$ cat src/rtl/jpeg_pkg.sv
// ============================================================================
// Module : jpeg_pkg
// Brief  : Shared JPEG marker constants and byte-fetch state encoding.
// Rev    : 1.0 - initial release
// ============================================================================
`default_nettype none

package jpeg_pkg;

    localparam logic [7:0] JPEG_FF    = 8'hFF;
    localparam logic [7:0] JPEG_SOI   = 8'hD8;
    localparam logic [7:0] JPEG_EOI   = 8'hD9;
    localparam logic [7:0] JPEG_STUFF = 8'h00;

    localparam logic [1:0] FS_IDLE    = 2'd0;
    localparam logic [1:0] FS_FETCH   = 2'd1;
    localparam logic [1:0] FS_FF_SEEN = 2'd2;
    localparam logic [1:0] FS_DRAIN   = 2'd3;

    typedef enum logic [1:0] {
        ST_IDLE    = FS_IDLE,
        ST_FETCH   = FS_FETCH,
        ST_FF_SEEN = FS_FF_SEEN,
        ST_DRAIN   = FS_DRAIN
    } fetch_state_e;

endpackage

`default_nettype wire

$ cat src/rtl/jpeg_byte_fetch.sv
// ============================================================================
// Module : jpeg_byte_fetch
// Brief  : Walks a JPEG ROM from address 0, removes byte stuffing and fill
//          bytes, and streams data bytes and marker codes downstream.
// Rev    : 1.0 - initial release
// ============================================================================
`default_nettype none

module jpeg_byte_fetch
    import jpeg_pkg::*;
#(
    parameter int ADDR_WIDTH = 16
) (
    input  logic                  clk,
    input  logic                  rst,
    input  logic                  start,
    output logic [ADDR_WIDTH-1:0] rom_addr,
    output logic                  rom_rd_en,
    input  logic [7:0]            rom_data,
    input  logic                  rom_done,
    output logic [7:0]            out_data,
    output logic                  out_marker,
    output logic                  out_valid,
    input  logic                  out_ready,
    output logic                  busy,
    output logic                  done,
    output logic                  err,
    output logic [ADDR_WIDTH:0]   byte_cnt
);

    fetch_state_e          r_state;
    logic [ADDR_WIDTH-1:0] r_rom_addr;
    logic [7:0]            r_out_data;
    logic                  r_out_marker;
    logic                  r_out_valid;
    logic                  r_busy;
    logic                  r_done;
    logic                  r_err;
    logic                  r_first;
    logic [ADDR_WIDTH:0]   r_byte_cnt;

    logic                  w_slot;
    logic                  w_sample;
    logic                  w_emit;
    logic [7:0]            w_emit_data;
    logic                  w_emit_marker;
    logic                  w_bad_first;
    logic                  w_eoi;
    logic                  w_err_set;
    fetch_state_e          w_state_nxt;

    // A ROM byte is only consumed when the output register can accept it,
    // so a stalled downstream also stalls the address walk.
    assign w_slot   = !r_out_valid || out_ready;
    assign w_sample = ((r_state == ST_FETCH) || (r_state == ST_FF_SEEN)) && w_slot;

    always_comb begin
        w_emit        = 1'b0;
        w_emit_data   = rom_data;
        w_emit_marker = 1'b0;
        if (r_state == ST_FETCH) begin
            w_emit = (rom_data != JPEG_FF);
        end else if (r_state == ST_FF_SEEN) begin
            if (rom_data == JPEG_STUFF) begin
                w_emit      = 1'b1;
                w_emit_data = JPEG_FF;
            end else if (rom_data != JPEG_FF) begin
                w_emit        = 1'b1;
                w_emit_marker = 1'b1;
            end
        end
    end

    assign w_bad_first = r_first && !(w_emit_marker && (w_emit_data == JPEG_SOI));
    assign w_eoi       = w_emit_marker && (w_emit_data == JPEG_EOI);

    // Priority: a bad leading item ends the stream even if it is EOI; EOI on
    // the last address is a clean finish, anything else at the end is an error.
    always_comb begin
        w_err_set   = 1'b0;
        w_state_nxt = r_state;
        if (w_emit && w_bad_first) begin
            w_err_set   = 1'b1;
            w_state_nxt = ST_DRAIN;
        end else if (w_emit && w_eoi) begin
            w_state_nxt = ST_DRAIN;
        end else if (rom_done) begin
            w_err_set   = 1'b1;
            w_state_nxt = ST_DRAIN;
        end else if (rom_data == JPEG_FF) begin
            w_state_nxt = ST_FF_SEEN;
        end else begin
            w_state_nxt = ST_FETCH;
        end
    end

    always_ff @(posedge clk or negedge rst) begin
        if (!rst) begin
            r_state      <= ST_IDLE;
            r_rom_addr   <= '0;
            r_out_data   <= '0;
            r_out_marker <= 1'b0;
            r_out_valid  <= 1'b0;
            r_busy       <= 1'b0;
            r_done       <= 1'b0;
            r_err        <= 1'b0;
            r_first      <= 1'b0;
            r_byte_cnt   <= '0;
        end else begin
            r_done <= 1'b0;

            if (r_out_valid && out_ready) begin
                r_out_valid <= 1'b0;
                r_byte_cnt  <= r_byte_cnt + 1'b1;
            end

            case (r_state)
                ST_IDLE: begin
                    if (start) begin
                        r_rom_addr <= '0;
                        r_byte_cnt <= '0;
                        r_err      <= 1'b0;
                        r_first    <= 1'b1;
                        r_busy     <= 1'b1;
                        r_state    <= ST_FETCH;
                    end
                end
                ST_FETCH, ST_FF_SEEN: begin
                    if (w_sample) begin
                        if (!rom_done) begin
                            r_rom_addr <= r_rom_addr + 1'b1;
                        end
                        if (w_emit) begin
                            r_out_data   <= w_emit_data;
                            r_out_marker <= w_emit_marker;
                            r_out_valid  <= 1'b1;
                            r_first      <= 1'b0;
                        end
                        if (w_err_set) begin
                            r_err <= 1'b1;
                        end
                        r_state <= w_state_nxt;
                    end
                end
                ST_DRAIN: begin
                    if (!r_out_valid) begin
                        r_done  <= 1'b1;
                        r_busy  <= 1'b0;
                        r_state <= ST_IDLE;
                    end
                end
                default: begin
                    r_state <= ST_IDLE;
                end
            endcase
        end
    end

    assign rom_addr   = r_rom_addr;
    assign rom_rd_en  = w_sample;
    assign out_data   = r_out_data;
    assign out_marker = r_out_marker;
    assign out_valid  = r_out_valid;
    assign busy       = r_busy;
    assign done       = r_done;
    assign err        = r_err;
    assign byte_cnt   = r_byte_cnt;

endmodule

`default_nettype wire

$ cat config.mk
export PLATFORM = sky130hd
export DESIGN_NAME = jpeg_byte_fetch
export DESIGN_NICKNAME = d
export VERILOG_FILES = /design/src/rtl/jpeg_pkg.sv /design/src/rtl/jpeg_byte_fetch.sv
export SDC_FILE = /design/constraint.sdc
export NUM_CORES = 1
export LEC_CHECK = 0
export CAP_MARGIN = 25
export CELL_PAD_IN_SITES_DETAIL_PLACEMENT = 1
export CELL_PAD_IN_SITES_GLOBAL_PLACEMENT = 1
export CORE_UTILIZATION = 52
export CTS_BUF_LIST = sky130_fd_sc_hd__clkbuf_4
export DETAILED_ROUTE_END_ITERATION = 8
export DONT_BUFFER_PORTS = 1
export PLACE_DENSITY = 0.84
export SLEW_MARGIN = 20
export SYNTH_ARGS = -nofsm -noshare
export SYNTH_HDL_FRONTEND = slang
export SYNTH_SLANG_ARGS = --single-unit
$ cat constraint.sdc
create_clock -name clk -period 4 [get_ports clk]
set_clock_uncertainty 0.2 [all_clocks]
set_input_delay 0.4 -clock clk [delete_from_list [all_inputs] [get_ports clk]]
set_output_delay 0.4 -clock clk [all_outputs]
set_load 0.01 [all_outputs]
==> impl_metrics.env, run 1 <==
export IMPL_ios=60
export IMPL_hp_start="rom_data[2]"
export IMPL_antenna_cells=0
export IMPL_worstSetupEndpointType="register"
export IMPL_failed_checks="design-rule violations"
export IMPL_layout_cells_non_filler=314
export IMPL_grt_usage_pct=23.77
export IMPL_rr_endpoint="rom_addr[2]$_DFFE_PN0P_"
export IMPL_clockBufferDepth=2
export IMPL_setup_violations=0
export IMPL_drt_iter0_markers=78
export IMPL_fin_crit_sh_pct=61.79
export IMPL_synth_nets=278
export IMPL_cellPowerDensity_mw_per_mm2=546.8
export IMPL_antenna_found_initial=0
export IMPL_cts_sinks=49
export IMPL_place_gp_congestion=0.7649
export IMPL_status="finished, violations left"
export IMPL_drt_antenna_violating_nets=0
export IMPL_post_drt_wl_per_cell_um=17.34
export IMPL_setup_tns_ps=0
export IMPL_clockRootBuffer="clkbuf_4"
export IMPL_layout_drive_gt1_share_pct=6.489
export IMPL_first_global_vias=1971
export IMPL_areaGrowthSynthToFinish_pct=5.586
export IMPL_fmax_ghz=0.4046
export IMPL_clkTransAtPathRegs_ps=140
export IMPL_cap_violations=0
export IMPL_via_per_inst=6.029
export IMPL_synth_enable_flop_cells=0
export IMPL_cts_tree="built"
export IMPL_synth_area_per_cell_um2=9.549
export IMPL_start_util_pct=55.43
export IMPL_die_h_um=70.83
export IMPL_syn_inst=258
export IMPL_synth_area_mm2=0.002464
export IMPL_drt_first_pass_iters=9
export IMPL_hold_depth=2
export IMPL_arrival_ps=2500
export IMPL_vias=1893
export IMPL_synth_top_family_by_area="simple AND/OR/NAND/NOR gates"
export IMPL_synthAdderAreaFrac_pct=3.555
export IMPL_drc=4
export IMPL_synth_compound_area_share_pct=7.313
export IMPL_rows=24
export IMPL_start_kind="register"
export IMPL_grt_pass1_wl_mm=9.363
export IMPL_ctsHtreeMaxLevel=2
export IMPL_hold_path_class="input port to register"
export IMPL_grt_setup_unrepaired="false"
export IMPL_crit_required_ps=4030
export IMPL_ys_warn_count=0
export IMPL_place_inst=303
export IMPL_synthSimpleGateAreaFrac_pct=25.80
export IMPL_synth_xor_area_share_pct=9.599
export IMPL_nFillCells=509
export IMPL_die_w_um=70.83
export IMPL_relSlewSlack_pct=49.71
export IMPL_wl_mm=5.446
export IMPL_grt_max_degree=50
export IMPL_hold_viol=0
export IMPL_seq_area_frac_synth_pct=49.77
export IMPL_design_die_area_mm2=0.005017
export IMPL_reg2regPathDepth=5
export IMPL_layout_min_cycle_time_ps=2472
export IMPL_async_flop_share_pct=100.0
export IMPL_cp_startpoint="r_state[0]$_DFFE_PN0P_"
export IMPL_grt_ovfl_total=0
export IMPL_ir_drop_v=0.0003386
export IMPL_cts_resized=0
export IMPL_leakage_nw=1.214
export IMPL_clk_latency_ps=360
export IMPL_min_to="out_data[2]$_DFFE_PN0P_"
export IMPL_dp_hpwl_mm=3.937
export IMPL_ys_types=37
export IMPL_reg2reg_slack_ps=1530
export IMPL_num_nets_final=281
export IMPL_tightest_slew_ps=754.4
export IMPL_synth_area_mux_share_pct=1.727
export IMPL_r2r_start="r_state[0]$_DFFE_PN0P_"
export IMPL_synth_top_flop_cell="dfrtp_1"
export IMPL_cp_max_fo=20
export IMPL_synth_seq_cells=49
export IMPL_io_buffers=0
export IMPL_coreArea_mm2=0.004444
export IMPL_crit_type="register to register"
export IMPL_cts_buffers=5
export IMPL_drv_slew=0
critical path, stage by stage, from the launching register on:
cell and delay [ps]:
dfrtp_1 440, inv_1 120, ha_1 190, and2_1 630, and2_1 630, nor2_1 140
state kept, by name, indices dropped and copies added (netlist names):
| name | cells |
|---|---|
| busy | 1 |
| out_data | 8 |
| done | 1 |
| out_marker | 1 |
| r_state | 2 |
| err | 1 |
| byte_cnt | 17 |
| r_first | 1 |
| out_valid | 1 |
| rom_addr | 16 |
worst max-delay path by stage:
stage	depth (start not counted)	slack (ps)	end
floorplan	8	1910	rom_addr[13]$_DFFE_PN0P_
global placement	5	1610	rom_addr[2]$_DFFE_PN0P_
detailed placement	5	1550	rom_addr[2]$_DFFE_PN0P_
CTS	5	1530	rom_addr[2]$_DFFE_PN0P_
global route	5	1330	rom_addr[2]$_DFFE_PN0P_
finish	5	1530	rom_addr[2]$_DFFE_PN0P_
logic make-up (layout without fill, tap and decap cells):
group / after synthesis / in the layout
AND/OR/NAND/NOR: 127 / 127
flip-flops: 49 / 49
XOR/XNOR: 27 / 27
multiplexers: 4 / 4
adder cells (fa/ha/maj): 7 / 7
buffers and inverters: 13 / 17
AO/OA/AOI/OAI: 31 / 31
metal layers:
metal  wire length, um  track usage, %  up-vias
met3               297           6.410        5
met5                 0               0        -
met1              2411           30.61      946
met2              2679           40.06       46
met4                58           6.000        0
li1                  -               -      896
cell usage after synthesis, types with 2 or more instances:
master | instances | area [um^2]
a21oi_1 | 5 | 25.02
and2_1 | 5 | 31.28
and3_1 | 5 | 31.28
and4_1 | 3 | 26.28
and4_4 | 2 | 22.52
buf_2 | 5 | 25.02
clkbuf_1 | 3 | 11.26
dfrtp_1 | 49 | 1226
ha_1 | 7 | 87.58
inv_1 | 4 | 15.01
mux2_2 | 2 | 22.52
mux2i_1 | 2 | 20.02
nand2_1 | 25 | 93.84
nand2b_1 | 3 | 18.77
nand3_1 | 20 | 100.1
nand4_1 | 7 | 43.79
nor2_1 | 41 | 153.9
nor2b_1 | 4 | 25.02
nor4_1 | 3 | 18.77
o211ai_1 | 2 | 15.01
o21ai_0 | 18 | 90.09
or3_1 | 3 | 18.77
xnor2_1 | 5 | 43.79
xor2_1 | 22 | 192.7
area by class of cell:
class	count	area (um^2)	share of cell area [%]
clock buffer	5	37.54	1.443
clock inverter	3	12.51	0.4810
inverter	4	15.01	0.5772
multi-input combinational	196	1182	45.45
sequential	49	1226	47.14
tap	52	65.06	2.501
timing repair buffer	5	62.56	2.405
power breakdown:
part / switching (mW) / internal, mW / leakage (nW)
clock network: 0.150 / 0.0640 / 0.0300
logic: 0.277 / 0.177 / 0.536
registers: 0.154 / 0.600 / 0.648
stage by stage:
stage | total power, mW | worst slack [ps] | hold WS [ps] | instance area, um^2 | utilization (%)
CTS | 1.448 | 1534 | 2.209 | 2601 | 58.53
finish | 1.422 | 1528 | 19.02 | 2601 | 58.53
global route | 1.528 | 1329 | 19.18 | 2601 | 58.53
floorplan | 1.081 | 1907 | -95.59 | 2464 | -
global placement | 1.171 | 1608 | -94.67 | 2496 | 56.17
detailed placement | 1.215 | 1554 | -94.69 | 2504 | 56.33
repair_timing:
item / 4_1_cts / 5_1_grt
hold buffers: 3 / 0
setup buffers: 0 / 0
endpoints found under the hold margin: 50 / 0
layout by cell type, fill, tap and decap left out, drive strengths merged, types with 3 or more instances in the layout:
cell type	n
a21oi	5
and2	5
and3	6
and4	5
buf	3
clkbuf	5
clkinv	3
dfrtp	49
ha	7
inv	4
nand2	25
nand2b	3
nand3	20
nand4	7
nor2	41
nor2b	4
nor4	4
o21ai	18
or3	3
xnor2	5
xor2	22
Note: power is estimated with default switching activity, not from simulation.
==> run 2, diff against run 1 <==
--- a/config.mk
+++ b/config.mk
@@ -8,11 +8,11 @@
 export CAP_MARGIN = 25
 export CELL_PAD_IN_SITES_DETAIL_PLACEMENT = 1
 export CELL_PAD_IN_SITES_GLOBAL_PLACEMENT = 1
-export CORE_UTILIZATION = 52
+export CORE_UTILIZATION = 45
 export CTS_BUF_LIST = sky130_fd_sc_hd__clkbuf_4
 export DETAILED_ROUTE_END_ITERATION = 8
 export DONT_BUFFER_PORTS = 1
-export PLACE_DENSITY = 0.84
+export PLACE_DENSITY = 0.77
 export SLEW_MARGIN = 20
 export SYNTH_ARGS = -nofsm -noshare
 export SYNTH_HDL_FRONTEND = slang
==> constraint.sdc (replaced) <==
create_clock -name clk -period 2.1 [get_ports clk]
set_clock_uncertainty 0.2 [all_clocks]
set_input_delay 0.21 -clock clk [delete_from_list [all_inputs] [get_ports clk]]
set_output_delay 0.21 -clock clk [all_outputs]
set_load 0.01 [all_outputs]
==> impl_metrics.env, run 2 (same netlist as run 1, synthesis figures left out) <==
export IMPL_status="complete, no violations"
export IMPL_die_w_um=75.99
export IMPL_drt_antenna_violating_nets=0
export IMPL_start_util_pct=47.33
export IMPL_areaGrowthSynthToFinish_pct=21.99
export IMPL_max_stage_delay_ps=450
export IMPL_coreArea_mm2=0.005205
export IMPL_setup_violations=0
export IMPL_drt_first_pass_iters=4
export IMPL_die_h_um=75.99
export IMPL_clockRootBuffer="clkbuf_4"
export IMPL_fin_util_pct=57.74
export IMPL_fin_total_pwr_mw=3.067
export IMPL_design_die_area_mm2=0.005774
export IMPL_start_kind="register"
export IMPL_num_nets_final=311
export IMPL_path_cells="inv_2 > ha_2 > nand2b_1 > nor4_2 > nand3_1 > a2111oi_4 > nor2_1"
export IMPL_vias=2029
export IMPL_drv_slew=0
export IMPL_rows=26
export IMPL_first_global_vias=2170
export IMPL_ctsHtreeMaxLevel=2
export IMPL_clkTransAtPathRegs_ps=140
export IMPL_fin_crit_sh_pct=99.99
export IMPL_place_inst=339
export IMPL_postLayoutCellArea_mm2=0.003005
export IMPL_hold_path_class="input port to register"
export IMPL_clockBufferDepth=2
export IMPL_worst_path_buf_inv=1
export IMPL_arrival_ps=2150
export IMPL_fmax_ghz=0.4762
export IMPL_layout_min_cycle_time_ps=2100
export IMPL_io_buffers=0
export IMPL_layout_commonest_cell="dfrtp_1"
export IMPL_place_gp_congestion=0.8417
export IMPL_hold_viol=0
export IMPL_ios=60
export IMPL_cts_sinks=49
export IMPL_antenna_cells=0
export IMPL_cp_max_fo=4
export IMPL_cts_buffers=5
export IMPL_layout_drive_gt1_share_pct=20.00
export IMPL_path_delay_family="simple AND/OR/NAND/NOR gates"
export IMPL_cts_tree="built"
export IMPL_cellPowerDensity_mw_per_mm2=1021
export IMPL_drc=0
export IMPL_wl_mm=6.359
export IMPL_crit_required_ps=2150
export IMPL_layout_cells_non_filler=360
export IMPL_clk_latency_ps=360
export IMPL_cap_violations=0
export IMPL_nFillCells=590
export IMPL_grt_usage_pct=22.51
export IMPL_drt_iter0_markers=93
export IMPL_tightest_slew_ps=463.5
export IMPL_hold_worst_slack_ps=18.85
export IMPL_cpMaxStageDelayCell="dfrtp_1"
export IMPL_final_cell_mix="dfrtp_1 (49), nor2_1 (40), nand2_1 (24)"
export IMPL_dpl_instance_area_mm2=0.002661
export IMPL_crit_type="register to register"
export IMPL_leakage_nw=1.360
export IMPL_grt_setup_unrepaired="true"
export IMPL_largest_register_ffs=17
export IMPL_grt_ovfl_total=0
export IMPL_dp_hpwl_mm=4.315
export IMPL_grt_max_degree=50
export IMPL_ir_drop_v=0.0007666
export IMPL_worstSetupEndpointType="register"
export IMPL_via_per_inst=5.636
export IMPL_post_drt_wl_per_cell_um=17.66
export IMPL_grt_pass1_wl_mm=10.43
export IMPL_antenna_found_initial=0
export IMPL_relSlewSlack_pct=68.84
==> run 2: cell count changes in the layout (fill, tap and decap cells not counted), moves of 3 or more <==
cell	delta
buf_4	+18
ha_1	-3
dlygate4sd3_1	+10
nand3_1	-4
nand3_2	+3
inv_1	-3
==> run 2: layout make-up <==
type                    instances  area, um^2  area share (%)
inverters                       4       17.52          0.5828
well taps                      70       87.58           2.914
clock buffers                   5       37.54           1.249
repair buffers                 35       320.3           10.66
flip-flops and latches         49        1226           40.80
multi-input cells             196        1311           43.63
clock inverters                 1       5.005          0.1665
==> run 2: path summary, 6_finish.rpt <==
check,cells past startpoint,to,slack (ps),from
worst min register to register,1,r_first$_DFFE_PN0P_,320,r_first$_DFFE_PN0P_
worst min-delay path,4,byte_cnt[7]$_DFF_PN0_,20,out_ready
worst max-delay path,7,err$_DFFE_PN0P_,0.2,r_state[0]$_DFFE_PN0P_
max in group asynchronous,2,rom_addr[14]$_DFFE_PN0P_,1340,rst
worst max register to register,7,err$_DFFE_PN0P_,0.2,r_state[0]$_DFFE_PN0P_
min in group asynchronous,2,byte_cnt[4]$_DFF_PN0_,120,rst
==> run 2: repair_timing <==
item / CTS / global route
hold buffers: 13 / 0
resized for setup: 7 / 24
pin swaps: 0 / 4
endpoints found under the setup margin: 12 / 15
hold endpoints to repair: 67 / 0
setup buffers: 2 / 0
==> run 2: worst reg2reg max path, delay by kind of cell (launching register included) <==
family,cells,cell delay [ps]
simple gates,4,590
flops,1,450
compound gates,1,370
fa+ha+maj,1,230
buf+inv,1,150
==> run 2: per-layer routing <==
layer	track usage, %	wire length, um	up-vias
li1	-	-	942
met1	27.38	2729	1021
met2	37.73	3238	54
met3	6.707	283	12
met4	8.462	107	0
met5	0	0	-
==> run 2: per-stage QoR <==
stage               TNS [ps]  setup WS, ps
global route          -452.6        -65.11
detailed placement    -184.5        -52.88
global placement           0         46.84
CTS                        0         15.92
floorplan                  0         6.714
finish                     0        0.1508
==> run 2: where the power goes <==
group          internal, mW  switching (mW)
Combinational         0.542           0.735
Sequential             1.14           0.251
Clock                 0.117           0.280
Total                  1.80            1.27
